==> config.mk <==
export PLATFORM = sky130hd
export DESIGN_NAME = rtc_time_base
export DESIGN_NICKNAME = d
export VERILOG_FILES = /design/src/rtl/rtc_pkg.sv /design/src/rtl/tick_prescaler.sv /design/src/rtl/rtc_time_base.sv
export SDC_FILE = /design/constraint.sdc
export NUM_CORES = 1
export LEC_CHECK = 0
export ABC_AREA = 1
export BUFFER_PORTS_ARGS = -buffer_cell sky130_fd_sc_hd__buf_2
export CAP_MARGIN = 20
export CORE_MARGIN = 1
export CORE_UTILIZATION = 35
export CTS_CLUSTER_SIZE = 10
export DETAILED_ROUTE_END_ITERATION = 8
export SYNTH_ARGS = -nofsm -noshare
export SYNTH_HDL_FRONTEND = slang
export SYNTH_SLANG_ARGS = --single-unit
==> constraint.sdc <==
create_clock -name clk -period 2.28 [get_ports clk]
set_clock_uncertainty 0.2 [all_clocks]
set_input_delay 0.342 -clock clk [delete_from_list [all_inputs] [get_ports clk]]
set_output_delay 0.342 -clock clk [all_outputs]
set_load 0.01 [all_outputs]
==> src/rtl/rtc_pkg.sv <==
// Shared time-of-day types and limits for the RTC, chime and display stages.
package rtc_pkg;
  localparam logic [5:0] SEC_MAX  = 6'd59;
  localparam logic [5:0] MIN_MAX  = 6'd59;
  localparam logic [5:0] HOUR_MAX = 6'd23;

  typedef struct packed {
    logic [5:0] hour;
    logic [5:0] min;
    logic [5:0] sec;
  } time_t;

  function automatic logic time_legal(input time_t t);
    return (t.hour <= HOUR_MAX) && (t.min <= MIN_MAX) && (t.sec <= SEC_MAX);
  endfunction
endpackage

==> src/rtl/tick_prescaler.sv <==
// Divides clk by CLK_HZ; adv strobes on the cycle pcnt wraps while running.
module tick_prescaler #(
  parameter int CLK_HZ = 100_000_000
) (
  input  logic clk,
  input  logic rst,
  input  logic run,
  input  logic clr,
  output logic adv
);
  localparam int W = $clog2(CLK_HZ);
  localparam logic [W-1:0] PMAX = W'(CLK_HZ - 1);

  logic [W-1:0] pcnt_q, pcnt_d;
  logic         wrap;

  assign wrap = run && (pcnt_q == PMAX);
  // a clear restarts the second, so the wrap it overlaps must not advance time
  assign adv  = wrap && !clr;

  always_comb begin
    pcnt_d = pcnt_q;
    if (clr)       pcnt_d = '0;
    else if (wrap) pcnt_d = '0;
    else if (run)  pcnt_d = pcnt_q + 1'b1;
  end

  always_ff @(posedge clk or posedge rst) begin
    if (rst) pcnt_q <= '0;
    else     pcnt_q <= pcnt_d;
  end
endmodule

==> src/rtl/rtc_time_base.sv <==
// 24-hour hh:mm:ss time base with 1 Hz tick and validated time-set loading.
module rtc_time_base
  import rtc_pkg::*;
#(
  parameter int CLK_HZ = 100_000_000
) (
  input  logic       clk,
  input  logic       rst,
  input  logic       run,
  input  logic       set_valid,
  input  logic [5:0] set_hour,
  input  logic [5:0] set_min,
  input  logic [5:0] set_sec,
  output logic [5:0] hour,
  output logic [5:0] min,
  output logic [5:0] sec,
  output logic       tick_1hz,
  output logic       set_err
);
  time_t time_q, time_d, set_t;
  logic  tick_q, tick_d, err_q, err_d;
  logic  set_ok, adv;

  assign set_t  = '{hour: set_hour, min: set_min, sec: set_sec};
  assign set_ok = set_valid && time_legal(set_t);

  tick_prescaler #(.CLK_HZ(CLK_HZ)) u_presc (
    .clk (clk),
    .rst (rst),
    .run (run),
    .clr (set_ok),
    .adv (adv)
  );

  // adv is already masked by an accepted set, so load simply takes precedence
  always_comb begin
    time_d = time_q;
    if (set_ok) begin
      time_d = set_t;
    end else if (adv) begin
      if (time_q.sec == SEC_MAX) begin
        time_d.sec = '0;
        if (time_q.min == MIN_MAX) begin
          time_d.min = '0;
          if (time_q.hour == HOUR_MAX) time_d.hour = '0;
          else                         time_d.hour = time_q.hour + 6'd1;
        end else begin
          time_d.min = time_q.min + 6'd1;
        end
      end else begin
        time_d.sec = time_q.sec + 6'd1;
      end
    end
  end

  assign tick_d = adv;
  assign err_d  = set_valid && !set_ok;

  always_ff @(posedge clk or posedge rst) begin
    if (rst) begin
      time_q <= '0;
      tick_q <= 1'b0;
      err_q  <= 1'b0;
    end else begin
      time_q <= time_d;
      tick_q <= tick_d;
      err_q  <= err_d;
    end
  end

  assign hour     = time_q.hour;
  assign min      = time_q.min;
  assign sec      = time_q.sec;
  assign tick_1hz = tick_q;
  assign set_err  = err_q;
endmodule

==> summary.md <==
| Metric | Value |
|---|---|
| Final setup vio count | 0 |
| Clock slew at reported path FFs | 0.09 ns |
| Final ANT Viol Nets | 0 |
| HP Class | in2reg |
| Startpoint types | flop |
| Synth Cell Area | 0.00324 mm^2 |
| Synth Area in Adders | 1.54% |
| Final Slew Violations | 0 |
| Largest family of logic cells by synthesized area | simple AND/OR/NAND/NOR gates |
| XOR/XNOR Fraction of Synth Area | 4.33% |
| Setup TNS | 0 ns |
| H-tree levels | 2 |
| Die height | 98.2 um |
| #FFs+latches synth | 47 |
| Clock Latency Late Sink | 0.31 ns |
| Period utilisation layout | 84.7% |
| Ports | 42 |
| Syn nets | 514 |
| Vias in the first global route | 2950 |
| First-pass detailed-route iteration total | 4 |
| CP arrival | 1.94 ns |
| Root Buffer | clkbuf_8 |
| Layout area overhead | 13.7% |
| Initial antenna violation count | 0 |
| Detailed-placement wirelength estimate | 6160 um |
| Min Tclk post-route | 1.93 ns |
| Placement Cell Area | 0.00356 mm^2 |
| Share of cells above drive strength 1 | 15.2% |
| Outcome | finished, final reports clean |
| Slowest cell on the critical path | dfrtp_1 |
| Nets | 559 |
| Final wirelength | 8000 um |
| Mapped Cells | 488 |
| Mean post-synth cell area | 6.64 um^2 |
| DIE AREA | 0.00964 mm^2 |
| Worst-Margin Slew | 0.509 ns |
| Vias after detailed routing | 3134 |
| Slew headroom | 66.0% |
| PwrDens | 634 mW/mm^2 |
| Reported max-cap violation count | 0 |
| Clk sinks | 47 |
| First-pass GRT wire length | 13600 um |
| Die W | 98.2 um |
| Crit path largest cell delay | 0.40 ns |
| GRT overflow | 0 |
| R2R cell count | 10 |
| DRC | 0 |
| Critical path peak fanout | 19 |
| Required time worst endpoint | 2.28 ns |
| Crit end category | flop |
| RePlAce Congestion | 0.847 |
| Ant diodes | 0 |
| Cells after DPL | 633 |
| Mux cell area share after synthesis | 0% |
| WS Path Type | reg2reg |
| Hold Slack | 0.0750 ns |
| Initial Util | 36.6% |
| Maximum clock insertion buffer count | 2 |
| Area of the core | 0.00885 mm^2 |
| Finished Layout Cells | 642 |
| Total Routing Usage GR | 17.4% |
| WL per Instance | 12.5 um |
| Sequential area share after synthesis | 36.3% |
| Final hold viol count | 0 |
| RSZ-0062 raised after global routing | false |
| Port buffer count | 41 |
| Worst hold stages | 3 |
| Largest net degree at the start of global routing | 27 |
| CTS tree | built |
| Fillers | 940 |
| Largest area contributor in the netlist | dfrtp_1 |
| Synth top area cells | dfrtp_1, nand2_1, nand3_1 |
| Compound-Gate Fraction of Synth Area | 1.97% |
| CTS Buf Count | 5 |
| Peak VDD IR | 0.000338 V |
| Synth Area in Simple Gates | 48.2% |
| Static leakage | 1.90 nW |
| Most frequent cells in the layout | nand2_1, nor2_1, nand3_1 |
| FMAX | 0.518 GHz |
| Most common cell after layout, fill and taps aside | nand2_1 |
| Final Instance Area | 0.00368 mm^2 |
| Synth warnings | 0 |
| Starting DRT DRC Count | 203 |
| Worst-path cell chain | ha_1 > nand3_1 > nor2_4 > nand2_2 > clkinv_1 > nand2_4 > nand2_8 > nand2_2 > nand2_1 > nand2_1 |
| Via/cell ratio | 4.88 |
| Netlist cell types | 27 |
| # rows | 34 |
| Synth top area share | 36.3% |
==> worst paths after layout <==
| kind | endpoint | slack [ns] | start |
|---|---|---|---|
| max in group asynchronous | u_presc.pcnt_q[0] | 0.96 | rst |
| worst max register to register | min[2] | 0.35 | u_presc.pcnt_q[0] |
| worst min register to register | u_presc.pcnt_q[25] | 0.34 | u_presc.pcnt_q[25] |
| worst min-delay path | sec[4] | 0.07 | set_sec[4] |
| min in group asynchronous | hour[1] | 0.39 | rst |
| worst max-delay path | min[2] | 0.35 | u_presc.pcnt_q[0] |
==> final cells by class <==
cell class / instances / area [um^2] / area share, %
repair buffers: 48 / 273 / 7.40
clock inverters: 3 / 43.8 / 1.19
multi-input cells: 385 / 1810 / 49.3
flip-flops and latches: 47 / 1180 / 31.9
well taps: 108 / 135 / 3.67
inverters: 46 / 173 / 4.69
clock buffers: 5 / 68.8 / 1.87
==> report_power, final <==
group	total [mW]	switching [mW]	internal (mW)	leakage, nW
clock network	0.629	0.302	0.327	0.0581
registers	1.10	0.153	0.943	0.627
logic	0.608	0.351	0.258	1.21
total	2.33	0.806	1.53	1.90
==> per-stage QoR <==
stage / power, mW / utilization (%) / worst slack [ns]
2_1_floorplan: 1.50 / - / 0.546
3_3_place_gp: 1.71 / 40.2 / 0.302
3_5_place_dp: 1.72 / 40.2 / 0.266
4_1_cts: 2.35 / 41.6 / 0.345
5_1_grt: 2.49 / 41.6 / 0.165
6_report: 2.33 / 41.6 / 0.348
==> synth_stat cells, drive strengths merged <==
| library cell | n |
|---|---|
| buf | 10 |
| xor2 | 12 |
| a21boi | 1 |
| nor3 | 10 |
| inv | 45 |
| nand3 | 55 |
| nor2 | 67 |
| dfrtp | 47 |
| nand3b | 2 |
| a21oi | 5 |
| ha | 4 |
| xnor2 | 4 |
| nand2 | 206 |
| o21ai | 4 |
| nand4 | 15 |
| clkinv | 1 |
==> critical path: cells and delay by family (launching register included) <==
kind	cells	cell delay (ns)
simple gates	8	0.91
flops	1	0.40
fa+ha+maj	1	0.23
buf+inv	1	0.08
==> metal layers <==
| layer | up-vias | track usage (%) | wire length (um) |
|---|---|---|---|
| met5 | - | 0 | 0 |
| met4 | 0 | 5.63 | 144 |
| met3 | 12 | 2.08 | 279 |
| met2 | 59 | 29.0 | 3720 |
| met1 | 1439 | 23.5 | 3850 |
| li1 | 1624 | - | - |
==> flip-flops by register name, indices dropped and copies added, names as in the netlist <==
register        flops
min                 6
set_err             1
hour                6
u_presc.pcnt_q     27
sec                 6
tick_1hz            1
==> logic make-up after synthesis <==
| kind of cell | after synthesis |
|---|---|
| AND/OR/NAND/NOR | 355 |
| buffers and inverters | 56 |
| flip-flops | 47 |
| XOR/XNOR | 16 |
| AO/OA/AOI/OAI | 10 |
| adder cells (fa/ha/maj) | 4 |
==> timing repair <==
item,4_1_cts,5_1_grt
setup endpoints to repair,0,0
endpoints found under the hold margin,21,0
setup buffers,0,0
resized for setup,0,0
hold buffers,1,0
No activity file was read; power rests on OpenSTA's default activity.
